File: config.mk
export PLATFORM = sky130hd
export DESIGN_NAME = mem_port_arbiter
export DESIGN_NICKNAME = d
export VERILOG_FILES = /design/src/rtl/mem_port_arbiter.sv
export SDC_FILE = /design/constraint.sdc
export NUM_CORES = 1
export LEC_CHECK = 0
export BUFFER_PORTS_ARGS = -buffer_cell sky130_fd_sc_hd__buf_4
export CORE_ASPECT_RATIO = 0.75
export CORE_MARGIN = 3
export CORE_UTILIZATION = 50
export DETAILED_ROUTE_END_ITERATION = 16
export PLACE_DENSITY_LB_ADDON = 0.08
export SYNTH_ARGS = -nofsm -noshare
export SYNTH_HDL_FRONTEND = slang
export SYNTH_SLANG_ARGS = --single-unit
File: constraint.sdc
create_clock -name clk -period 3.76 [get_ports clk]
set_input_delay 0.752 -clock clk [delete_from_list [all_inputs] [get_ports clk]]
set_output_delay 0.752 -clock clk [all_outputs]
set_load 0.02 [all_outputs]
File: src/rtl/mem_port_arbiter.sv
// Arbiter sharing one fixed-latency single-ported RAM between the fetch port and the load/store port.
// One transaction in flight; data port has priority, bounded by a starvation counter for fetch.
module mem_port_arbiter #(
  parameter int unsigned MEM_LAT      = 2,
  parameter int unsigned STARVE_LIMIT = 3
) (
  input  logic        clk,
  input  logic        rst,
  input  logic        if_req,
  input  logic [31:0] if_addr,
  output logic        if_gnt,
  output logic        if_rvalid,
  output logic [31:0] if_rdata,
  input  logic        dm_req,
  input  logic        dm_we,
  input  logic [31:0] dm_addr,
  input  logic [31:0] dm_wdata,
  input  logic [2:0]  dm_ubhw,
  output logic        dm_gnt,
  output logic        dm_rvalid,
  output logic [31:0] dm_rdata,
  input  logic        flush,
  output logic        mem_en,
  output logic        mem_we,
  output logic [31:0] mem_addr,
  output logic [31:0] mem_wdata,
  output logic [2:0]  mem_ubhw,
  input  logic [31:0] mem_rdata,
  output logic        busy
);

  localparam int unsigned LW = (MEM_LAT > 1) ? $clog2(MEM_LAT + 1) : 1;
  localparam int unsigned SW = (STARVE_LIMIT > 0) ? $clog2(STARVE_LIMIT + 1) : 1;

  typedef enum logic [1:0] {S_IDLE, S_ISSUE, S_WAIT, S_RESP} state_t;

  state_t          r_state;
  state_t          w_next;
  logic [LW-1:0]   r_cnt;
  logic [SW-1:0]   r_starve;
  logic            r_owner_if;
  logic            r_cancel;
  logic            r_we;
  logic [31:0]     r_addr;
  logic [31:0]     r_wdata;
  logic [2:0]      r_ubhw;
  logic [31:0]     r_if_rdata;
  logic [31:0]     r_dm_rdata;

  logic            w_arb;
  logic            w_force_if;
  logic            w_if_win;
  logic            w_dm_win;
  logic            w_capture;

  // Reset also gates the grants so nothing is accepted while rst is low.
  assign w_arb      = rst && (r_state == S_IDLE || r_state == S_RESP);
  assign w_force_if = (STARVE_LIMIT != 0) && (r_starve == SW'(STARVE_LIMIT));
  assign w_if_win   = w_arb && if_req && (!dm_req || w_force_if);
  assign w_dm_win   = w_arb && dm_req && !w_if_win;
  assign w_capture  = (r_state == S_WAIT) && (r_cnt == LW'(1));

  always_ff @(posedge clk or negedge rst) begin
    if (!rst) r_state <= S_IDLE;
    else      r_state <= w_next;
  end

  always_comb begin
    w_next = r_state;
    unique case (r_state)
      S_IDLE:  if (w_if_win || w_dm_win) w_next = S_ISSUE;
      S_ISSUE: w_next = S_WAIT;
      S_WAIT:  if (w_capture) w_next = S_RESP;
      S_RESP:  w_next = (w_if_win || w_dm_win) ? S_ISSUE : S_IDLE;
      default: w_next = S_IDLE;
    endcase
  end

  always_comb begin
    if_gnt    = w_if_win;
    dm_gnt    = w_dm_win;
    mem_en    = (r_state == S_ISSUE);
    mem_we    = (r_state == S_ISSUE) && r_we;
    if_rvalid = (r_state == S_RESP) && r_owner_if && !r_cancel && !flush;
    dm_rvalid = (r_state == S_RESP) && !r_owner_if;
    busy      = (r_state != S_IDLE);
  end

  assign mem_addr  = r_addr;
  assign mem_wdata = r_wdata;
  assign mem_ubhw  = r_ubhw;
  assign if_rdata  = r_if_rdata;
  assign dm_rdata  = r_dm_rdata;

  always_ff @(posedge clk or negedge rst) begin
    if (!rst) begin
      r_cnt      <= '0;
      r_starve   <= '0;
      r_owner_if <= 1'b0;
      r_cancel   <= 1'b0;
      r_we       <= 1'b0;
      r_addr     <= '0;
      r_wdata    <= '0;
      r_ubhw     <= '0;
      r_if_rdata <= '0;
      r_dm_rdata <= '0;
    end else begin
      // Fetches are always word reads.
      if (w_if_win) begin
        r_owner_if <= 1'b1;
        r_we       <= 1'b0;
        r_addr     <= if_addr;
        r_wdata    <= '0;
        r_ubhw     <= 3'b010;
      end else if (w_dm_win) begin
        r_owner_if <= 1'b0;
        r_we       <= dm_we;
        r_addr     <= dm_addr;
        r_wdata    <= dm_wdata;
        r_ubhw     <= dm_ubhw;
      end

      if (w_if_win)
        r_starve <= '0;
      else if (w_dm_win && if_req && r_starve != SW'(STARVE_LIMIT))
        r_starve <= r_starve + SW'(1);

      if (r_state == S_ISSUE)     r_cnt <= LW'(MEM_LAT);
      else if (r_state == S_WAIT) r_cnt <= r_cnt - LW'(1);

      if (w_capture) begin
        if (r_owner_if) r_if_rdata <= mem_rdata;
        else            r_dm_rdata <= r_we ? '0 : mem_rdata;
      end

      if (r_state == S_RESP)
        r_cancel <= 1'b0;
      else if ((r_state == S_ISSUE || r_state == S_WAIT) && r_owner_if && flush)
        r_cancel <= 1'b1;
    end
  end

endmodule
==> parameters.txt <==
Parameter                              Value

Status
  Run status ... complete, no violations

Detailed routing
  DRT antenna net count ... 0
  DR pass1 iterations ... 9
  Via count ... 4642
  Number of DRC markers in iteration 0 ... 384
  Average vias per placed instance ... 5.366
  Average wire per standard cell ... between 15 and 20 um
  Residual DRC count ... 0
  Routed WL ... 16440 um

Cells and area
  Area used by multi-input combinational logic ... 1798 um^2
  Fraction of final layout cells sized beyond drive strength 1 ... 46.23%
  Register area ... between 3000 and 4000 um^2
  Fin nets ... 860
  Most frequent cells in the layout ... 282 x sky130_fd_sc_hd__buf_4, 140 x sky130_fd_sc_hd__dfrtp_1, 38 x sky130_fd_sc_hd__nand2_1
  Fillers ... between 600 and 700
  Most common library cell in the layout ignoring fill and taps ... sky130_fd_sc_hd__buf_4
  Ant. Diodes ... 0
  Area growth syn-to-layout ... 49.40%

Power
  Worst ir drop on vdd ... about 0.45 mV
  Pwr Total ... 8.006 mW
  Cell area power density ... ~960 nW/um^2
  Pleak ... 4.422 nW

Yosys
  Synthesized area per cell ... 12.62 um^2
  Net count after synthesis ... 588
  Simple-gate share of the synthesized area ... 7.950%
  Netlist Area Pre-Place ... between 5000 and 6000 um^2
  Area share of fa/ha/maj cells after synthesis ... 1.563%
  Synth Flop Type ... sky130_fd_sc_hd__dfrtp_1
  Seq/Total Area, Yosys ... between 60% and 70%
  Compound-Gate Fraction of Synth Area ... ~15%
  Async set-reset flop share out of synthesis ... 100.0%
  Combinational family with the most area after synthesis ... compound AO/OA/AOI/OAI gates
  Number of warning messages in the yosys log ... 0
  Mux cell area share after synthesis ... 7.012%
  Gate count of the mapped netlist ... 444
  Distinct cell type count of the synthesized netlist ... 30
  Post-synth EDFFs ... 0
  Synthesis-stage register bit count ... 140
  Share of the synthesized netlist area taken by xor and xnor gates ... 0%

Clock tree
  Number of cells upsized or downsized after cts ... 0
  Clock sink count ... 140
  Reg clk slew, reported paths ... 0.06 ns
  Buffer cell driving the clock tree root ... sky130_fd_sc_hd__clkbuf_16
  CTS hold repair buffers ... 0
  Post-CTS setup buffer count ... 0
  Skew-Pair Late Insertion Delay ... 0.41 ns
  Deepest clock path buffer count ... 2
  CTS H-Tree Depth ... 4
  CTS tree ... yes
  CTS buffer count ... 17

Placed design
  DP HPWL ... 11690 um
  Number of port buffers ... around 270
  RePlAce Congestion ... 0.7991

Worst setup path
  CP Depth ... 5
  Worst-path fanout max ... 7
  WP buf/inv ... 2
  Max stage delay cell, worst path ... sky130_fd_sc_hd__dfrtp_1
  Crit path cell chain ... inv_1, ha_1, nor2b_1, and3_2, buf_4
  Register-to-Register Path Depth ... 7
  Kind of launch point of the worst setup path ... register
  Kind of capture point of the worst setup path ... primary output
  Worst stage delay on the critical path ... 0.43 ns
  Critical path data required time ... 3.01 ns
  Top Family by Delay on Critical Path ... simple AND/OR/NAND/NOR gates
  Arrival time reported for the critical path endpoint ... 2.02 ns
  Critical path class ... register to primary output

STA
  Final setup violation count ... 0
  Clock Skew ... 0.009071 ns
  Slew at the pin closest to its max-slew limit ... 1.190 ns
  Setup tns final ... 0 ns
  Final worst path period need ... approximately 2.8 ns
  Slew Limit Fails ... 0
  RSZ-0062 raised after global routing ... no
  Final Hold Viols ... 0
  Achievable clock frequency ... 361.2 MHz
  Tightest slew margin relative to the limit ... roughly a fifth
  Part of the cycle the worst path needs ... 73.63%
  Hold slack ... 0.2132 ns

Floorplanning
  Die Wd ... 128.2 um
  Count of standard-cell rows ... 32
  Initial core utilization ... 52.81%
  Overall die area ... 12530 um^2
  Core area ... 10610 um^2
  Chip Height ... just under 100 um
  # IOs ... 275

Run
  Max-capacitance violation count ... 0

Worst hold path
  Worst hold-check path type ... primary input to async pin

GRT
  Initial antenna violation count ... 0
  Maximum number of pins on one net before global-route repair ... 68
  Global route overflow ... 0
  Via count of the first global-routing pass ... roughly 4900
  First-pass GRT wire length ... 25270 um
  Total routing resource utilization after global routing ... 26.06%
stage by stage:
stage	worst slack (ns)	util [%]	area, um^2	instances
final	0.9913	78.89	8371	865
after detailed placement	1.247	72.90	7735	833
after global routing	0.8866	78.89	8371	865
after floorplan	1.488	-	5603	444
after global placement	1.345	72.90	7735	833
after CTS	0.9820	78.89	8371	865
layer usage:
metal / wire (um) / vias up / part of all wire [%] / track usage, %
met2: 8683 / 213 / 53 / 45.42
met3: 1340 / 29 / 8.2 / 7.692
li1: - / 2126 / - / -
met4: 385 / 0 / 2.3 / 10.60
met5: 0 / - / 0 / 0
met1: 6029 / 2274 / 37 / 29.78
worst paths after layout:
path | start | to | slack, ns
setup / recovery | r_state[0] | dm_gnt | 0.99
hold / removal | rst | mem_addr[27] | 0.21
setup reg to reg | r_state[0] | mem_addr[4] | 1.30
hold reg to reg | dm_rdata[17] | dm_rdata[17] | 0.48
max in group asynchronous | rst | if_rdata[0] | 1.83
min in group clk | dm_rdata[17] | dm_rdata[17] | 0.48
power breakdown:
| part | total, mW | switching, mW | internal, mW |
|---|---|---|---|
| clock network | 1.78 | 0.619 | 1.16 |
| registers | 2.69 | 0.460 | 2.23 |
| logic | 3.54 | 1.95 | 1.59 |
| total | 8.01 | 3.03 | 4.98 |
Yosys cell counts (2+ instances only):
cell	number	share of area, %
sky130_fd_sc_hd__nand2_1	38	2.5
sky130_fd_sc_hd__a222oi_1	32	5.7
sky130_fd_sc_hd__a22o_1	35	5.5
sky130_fd_sc_hd__buf_2	8	0.71
sky130_fd_sc_hd__inv_1	36	2.4
sky130_fd_sc_hd__ha_1	7	1.6
sky130_fd_sc_hd__clkbuf_1	15	1.0
sky130_fd_sc_hd__nand2b_1	34	3.8
sky130_fd_sc_hd__nor2b_1	3	0.34
sky130_fd_sc_hd__a21o_1	2	0.27
sky130_fd_sc_hd__dfrtp_1	140	63
sky130_fd_sc_hd__mux2_2	20	4.0
sky130_fd_sc_hd__nor2_1	2	0.13
sky130_fd_sc_hd__buf_6	7	1.4
sky130_fd_sc_hd__mux2_1	14	2.8
sky130_fd_sc_hd__o21ai_0	37	3.3
registers in the layout, indices dropped and copies added (netlist names):
| signal | cells |
|---|---|
| r_we | 1 |
| mem_addr | 32 |
| r_owner_if | 1 |
| mem_wdata | 32 |
| mem_ubhw | 3 |
| r_cnt | 2 |
| dm_rdata | 32 |
| r_starve | 2 |
| r_state | 2 |
| r_cancel | 1 |
| if_rdata | 32 |
cell type report:
| cell class | instances | share of cell area, % |
|---|---|---|
| Sequential cell | 140 | 41.85 |
| Timing Repair Buffer | 283 | 25.43 |
| Clock buffer | 22 | 5.665 |
| Multi-Input combinational cell | 238 | 21.48 |
| Tap cell | 136 | 2.033 |
| Inverter | 36 | 1.614 |
| Clock inverter | 10 | 1.928 |
worst reg2reg max path, cell delays in order, from the launching register on:
cell	delay (ns)
sky130_fd_sc_hd__dfrtp_1	0.43
sky130_fd_sc_hd__inv_1	0.12
sky130_fd_sc_hd__ha_1	0.41
sky130_fd_sc_hd__nor2b_1	0.27
sky130_fd_sc_hd__and3_2	0.25
sky130_fd_sc_hd__buf_4	0.55
sky130_fd_sc_hd__a222oi_1	0.24
sky130_fd_sc_hd__inv_1	0.12
logic make-up (layout without fill, tap and decap cells):
group,after synthesis,after routing
adders and majority gates,7,7
buffers and inverters,66,351
muxes,35,35
DFF,140,140
and+or+nand+nor,85,85
AOI/OAI and AO/OA,111,111
Note: power is estimated with default switching activity, not from simulation.
